File: config.mk
export PLATFORM = sky130hd
export DESIGN_NAME = request_latch
export DESIGN_NICKNAME = d
export VERILOG_FILES = /design/src/rtl/elevator_pkg.sv /design/src/rtl/btn_debounce.sv /design/src/rtl/request_latch.sv
export SDC_FILE = /design/constraint.sdc
export NUM_CORES = 1
export LEC_CHECK = 0
export CAP_MARGIN = 20
export CORE_ASPECT_RATIO = 1.4
export CORE_MARGIN = 5
export CORE_UTILIZATION = 47
export DETAILED_ROUTE_END_ITERATION = 16
export GPL_TIMING_DRIVEN = 0
export PLACE_DENSITY_LB_ADDON = 0.3
export REMOVE_ABC_BUFFERS = 1
export SLEW_MARGIN = 15
export SYNTH_ARGS = -nofsm -noshare
export SYNTH_HDL_FRONTEND = slang
export SYNTH_SLANG_ARGS = --single-unit
export TNS_END_PERCENT = 50
File: constraint.sdc
create_clock -name clk -period 1.5 [get_ports clk]
set_input_delay 0.3 -clock clk [delete_from_list [all_inputs] [get_ports clk]]
set_output_delay 0.3 -clock clk [all_outputs]
set_load 0.02 [all_outputs]
File: src/rtl/elevator_pkg.sv
// elevator_pkg
// Constants shared between request_latch and floorControl.
//   BTN_N        : width of every button / request bus
//   BTN_*        : bit positions, bus order {C1U,C2D,C2U,C3D,C3U,C4D,G1,G2,G3,G4}
//   CLR_F*_UP/DN : per-floor clear masks; each pairs a hall call with the
//                  car call for that floor
package elevator_pkg;

  localparam int BTN_N = 10;

  localparam int BTN_C1U = 9;
  localparam int BTN_C2D = 8;
  localparam int BTN_C2U = 7;
  localparam int BTN_C3D = 6;
  localparam int BTN_C3U = 5;
  localparam int BTN_C4D = 4;
  localparam int BTN_G1  = 3;
  localparam int BTN_G2  = 2;
  localparam int BTN_G3  = 1;
  localparam int BTN_G4  = 0;

  localparam logic [BTN_N-1:0] CLR_F1_UP = 10'b1000001000;
  localparam logic [BTN_N-1:0] CLR_F2_DN = 10'b0100000100;
  localparam logic [BTN_N-1:0] CLR_F2_UP = 10'b0010000100;
  localparam logic [BTN_N-1:0] CLR_F3_DN = 10'b0001000010;
  localparam logic [BTN_N-1:0] CLR_F3_UP = 10'b0000100010;
  localparam logic [BTN_N-1:0] CLR_F4_DN = 10'b0000010001;

endpackage

File: src/rtl/btn_debounce.sv
// btn_debounce
// Single-bit debouncer. The output level follows the input only after the
// input has differed from it for DB_CYCLES consecutive cycles; any cycle in
// which the input matches the output restarts the qualification.
//   clk     : system clock, rising edge
//   reset_n : synchronous active-low reset
//   din     : synchronised input level
//   dout    : debounced level
module btn_debounce #(
  parameter int DB_CYCLES = 16
) (
  input  logic clk,
  input  logic reset_n,
  input  logic din,
  output logic dout
);

  localparam int CNT_W = $clog2(DB_CYCLES);
  localparam logic [CNT_W-1:0] CNT_LAST = CNT_W'(DB_CYCLES - 1);

  logic [CNT_W-1:0] cnt_q, cnt_d;
  logic             db_q, db_d;

  always_comb begin
    cnt_d = cnt_q;
    db_d  = db_q;
    if (din == db_q) begin
      cnt_d = '0;
    end else if (cnt_q == CNT_LAST) begin
      db_d  = ~db_q;
      cnt_d = '0;
    end else begin
      cnt_d = cnt_q + CNT_W'(1);
    end
  end

  always_ff @(posedge clk) begin
    if (!reset_n) begin
      cnt_q <= '0;
      db_q  <= 1'b0;
    end else begin
      cnt_q <= cnt_d;
      db_q  <= db_d;
    end
  end

  assign dout = db_q;

endmodule

File: src/rtl/request_latch.sv
// request_latch
// Hall/car-call request register for floorControl. Each raw button is
// synchronised, optionally debounced, rise-detected and latched; a latched
// request holds until floorControl clears it through resetButtons.
// Optional feature macro: REQUEST_LATCH_DEBOUNCE_EN (defined: per-bit
// debouncer with DB_CYCLES qualification; undefined: db taken straight from
// the synchroniser, DB_CYCLES/CNT_W unused apart from the range check).
//   clk          : system clock, rising edge
//   reset_n      : synchronous active-low reset
//   btn_raw      : asynchronous raw button levels, 1 = pressed
//   resetButtons : per-request clear, wins over a same-edge press
//   req          : latched requests (floorControl C1U..G4 and lamps)
//   any_req      : registered OR of req, coincident with req
//   new_req      : one-cycle pulse when any req bit goes 0->1
module request_latch
  import elevator_pkg::*;
#(
  parameter int DB_CYCLES = 16,
  parameter int CNT_W     = $clog2(DB_CYCLES)
) (
  input  logic             clk,
  input  logic             reset_n,
  input  logic [BTN_N-1:0] btn_raw,
  input  logic [BTN_N-1:0] resetButtons,
  output logic [BTN_N-1:0] req,
  output logic             any_req,
  output logic             new_req
);

  if (DB_CYCLES < 2 || DB_CYCLES > 65535 || CNT_W < 1) begin : g_bad_db_cycles
    $error("request_latch: DB_CYCLES must lie within 2..65535");
  end

  logic [BTN_N-1:0] s1_q, s1_d;
  logic [BTN_N-1:0] s2_q, s2_d;
  logic [BTN_N-1:0] db;
  logic [BTN_N-1:0] db_prev_q, db_prev_d;
  logic [BTN_N-1:0] rise;
  logic [BTN_N-1:0] req_q, req_d;
  logic             any_req_q, any_req_d;
  logic             new_req_q, new_req_d;

`ifdef REQUEST_LATCH_DEBOUNCE_EN
  for (genvar i = 0; i < BTN_N; i++) begin : g_db
    btn_debounce #(
      .DB_CYCLES(DB_CYCLES)
    ) u_btn_debounce (
      .clk     (clk),
      .reset_n (reset_n),
      .din     (s2_q[i]),
      .dout    (db[i])
    );
  end
`else
  always_comb db = s2_q;
`endif

  always_comb begin
    s1_d      = btn_raw;
    s2_d      = s1_q;
    db_prev_d = db;
    rise      = db & ~db_prev_q;
    // Clear is applied after the OR so a same-edge press on a bit being
    // serviced is dropped rather than re-latched.
    req_d     = (req_q | rise) & ~resetButtons;
    any_req_d = |req_d;
    new_req_d = |(rise & ~resetButtons & ~req_q);
  end

  always_ff @(posedge clk) begin
    if (!reset_n) begin
      s1_q      <= '0;
      s2_q      <= '0;
      db_prev_q <= '0;
      req_q     <= '0;
      any_req_q <= 1'b0;
      new_req_q <= 1'b0;
    end else begin
      s1_q      <= s1_d;
      s2_q      <= s2_d;
      db_prev_q <= db_prev_d;
      req_q     <= req_d;
      any_req_q <= any_req_d;
      new_req_q <= new_req_d;
    end
  end

  assign req     = req_q;
  assign any_req = any_req_q;
  assign new_req = new_req_q;

endmodule

==> results_dict.tcl <==
set metrics [dict create \
    stdcell_count 203 \
    worst-r2r-setup-slack_ns 0.35 \
    cts.reportedPaths.clkPinSlew_ns 0.07 \
    hold_violations 0 \
    dominantRegCellSynth "dfxtp_1" \
    end_kind "output pin" \
    ctsResizeCount 12 \
    io_buffers 33 \
    p_comb_frac 0.090 \
    areaGrowthSynthToFinish_pct 31.6 \
    htree_levels 2 \
    drc 0 \
    drv_cap 0 \
    ios 34 \
    final.period_utilization 0.881 \
    dp_cells 195 \
    hold_path.class "flop to flop" \
    ant_nets 0 \
    multi_input_area_um2 526 \
    seq_area_um2 841 \
    async_flop_share 0 \
    clk_latency_ns 0.28 \
    path_cells "dlygate4sd2_1" \
    root_buffer "clkbuf_8" \
    synth_area_leader_cell "dfxtp_1" \
    drive_gt1_frac 0.120 \
    synth_top_area_share 0.602 \
    avgSynthCellArea_um2 10.8 \
    clock.fmax_ghz 0.757 \
    slowest_delay_ns 0.39 \
    pwr_density_cell_nw_per_um2 1120 \
    worstSetupPathType "flop to output pin" \
    cts_buffers 5 \
    routed_wl_um 2370 \
    postCtsHoldBufs 0 \
    critPathLaunchType "flop" \
    cts_tree "done" \
    cp_max_fo 3 \
    ir_drop_mv 0.784 \
    design.core.area_um2 2880 \
    p_int_uw 1640 \
    grt_max_degree 33 \
    cts_max_path_buffers 2 \
    grt_pass1_vias 968 \
    worst_clock_skew_ns 0.00283 \
    fin_tns_setup_ns 0 \
    start_util 0.485 \
    dieHeight_um 74.5 \
    syn_area_um2 1400 \
    status "finished clean" \
    tightestPinTransition_ns 0.795 \
    rows 23 \
    path_delay_family "flip-flops" \
    swShare 0.207 \
    rsz0062_at_grt "no" \
    fin_crit_ns 1.32 \
    cts.sinks 42 \
    grt_usage 0.128 \
    p_leak_uw 0.000775 \
    vias 954 \
    setup_viol_count_final 0 \
    nFillCells 258 \
    cp.arrival_ns 1.02 \
    synth_seq_area_share 0.602 \
    utilization 0.639 \
    fin_area_um2 1840 \
    firstDrtPassIters 4 \
    post_cts_buffers 0 \
    dieWidth_um 56.1 \
    drt-initial-drc-count 20 \
    synth.area.top_cells "dfxtp_1, and2_1, nor2b_4" \
    slowest_stage "dfxtp_1" \
    gpl.final_weighted_congestion 0.786 \
    synth_cells 129 \
    yosys-top-cells-count "dfxtp_1, and2_1, nor2_1" \
    dpl_cell_area_um2 1760 \
    drv_slew 0 \
    seq_power_share 0.570 \
    synth.most_common_cell "dfxtp_1" \
    synth_seq_cells 42 \
    yosysUniqueCellTypes 21 \
    relSlewSlack 0.470 \
    grt_pass1_wl_um 4050 \
    die-area_um2 4180 \
    pwr-share-clk 0.340 \
    wl_per_cell_um 11.7 \
    p_switching_uw 427 \
    n_antenna_cell 0 \
    antenna_found_initial 0 \
    synth-edff-count 0 \
    worstPathRequired_ns 1.20 \
    cp_num_buf_inv 1 \
    nets 187 \
    avgViaCountPerCell 4.70 \
    yosys_warnings 0 \
    post-dp-hpwl_um 1810 \
    overflow 0 \
]
## sequential cells by signal, summed over array words and instances, names as in the netlist
name       cells
db            10
s1_q          10
req           10
any_req        1
db_prev_q     10
new_req        1
## path summary, 6_finish.rpt
path | start | to | depth (start not counted)
max reg2reg | db[7] | any_req | 4
min | s1_q[7] | db[7] | 1
max | req[4] | req[4] | 1
min reg2reg | s1_q[7] | db[7] | 1
## power by group through the flow
| stage | Combinational [µW] | Sequential, µW | Clock [µW] |
|---|---|---|---|
| floorplan | 75.1 | 1220 | 0 |
| global placement | 192 | 1200 | 0 |
| detailed placement | 196 | 1200 | 0 |
| CTS | 189 | 1180 | 728 |
| global route | 205 | 1180 | 775 |
| finish | 186 | 1180 | 702 |
## cells by family (layout without fill, tap and decap cells)
family | count (synthesis) | count (layout) | share of synthesized area
and+or+nand+nor | 62 | 62 | 0.278
AOI/OAI and AO/OA | 17 | 17 | 0.0986
buffers and inverters | 8 | 45 | 0.0215
DFF | 42 | 42 | 0.602
## metal layers
layer / routed length, µm / track usage / vias to the layer above / share of wire
li1: - / - / 495 / -
met1: 965 / 0.129 / 430 / 0.41
met2: 1210 / 0.225 / 25 / 0.51
met3: 134 / 0.0434 / 4 / 0.057
met4: 57 / 0.0871 / 0 / 0.024
met5: 0 / 0 / - / 0
## final cells by class
class,instances,area share
clock buffers,7,0.0470
clock inverters,1,0.00272
inverters,4,0.00817
multi-input cells,79,0.286
flip-flops and latches,42,0.457
well taps,37,0.0252
repair buffers,33,0.174
## cell usage in the layout, fill, tap and decap left out, drive strengths merged
cell and instances:
dfxtp 42, and2 30, clkdlybuf4s50 20, nor2 17
dlygate4sd2 11, nor3 7, clkbuf 7, nor2b 7
inv 4, a21oi 4, o21bai 3, o22ai 3
a32oi 3, a22oi 2, o2111ai 1, o41a 1
and4 1, clkinv 1, clkdlybuf4s15 1, dlymetal6s2s 1
## worst reg2reg max path, cell delays in order, from the launching register on
cell and delay [ns]:
dfxtp_1 0.30, nor2b_1 0.15, o21bai_2 0.13, o2111ai_1 0.14
o41a_1 0.32
## per-stage QoR
stage / hold slack, ns / setup WS, ns / power, µW
final: 0.427 / 0.179 / 2060
after global routing: 0.444 / 0.0247 / 2160
after CTS: 0.431 / 0.00391 / 2100
after detailed placement: 0.414 / -0.431 / 1400
after global placement: 0.408 / -0.383 / 1390
after floorplan: 0.379 / 0.379 / 1290
(Power assumes the default switching activity.)
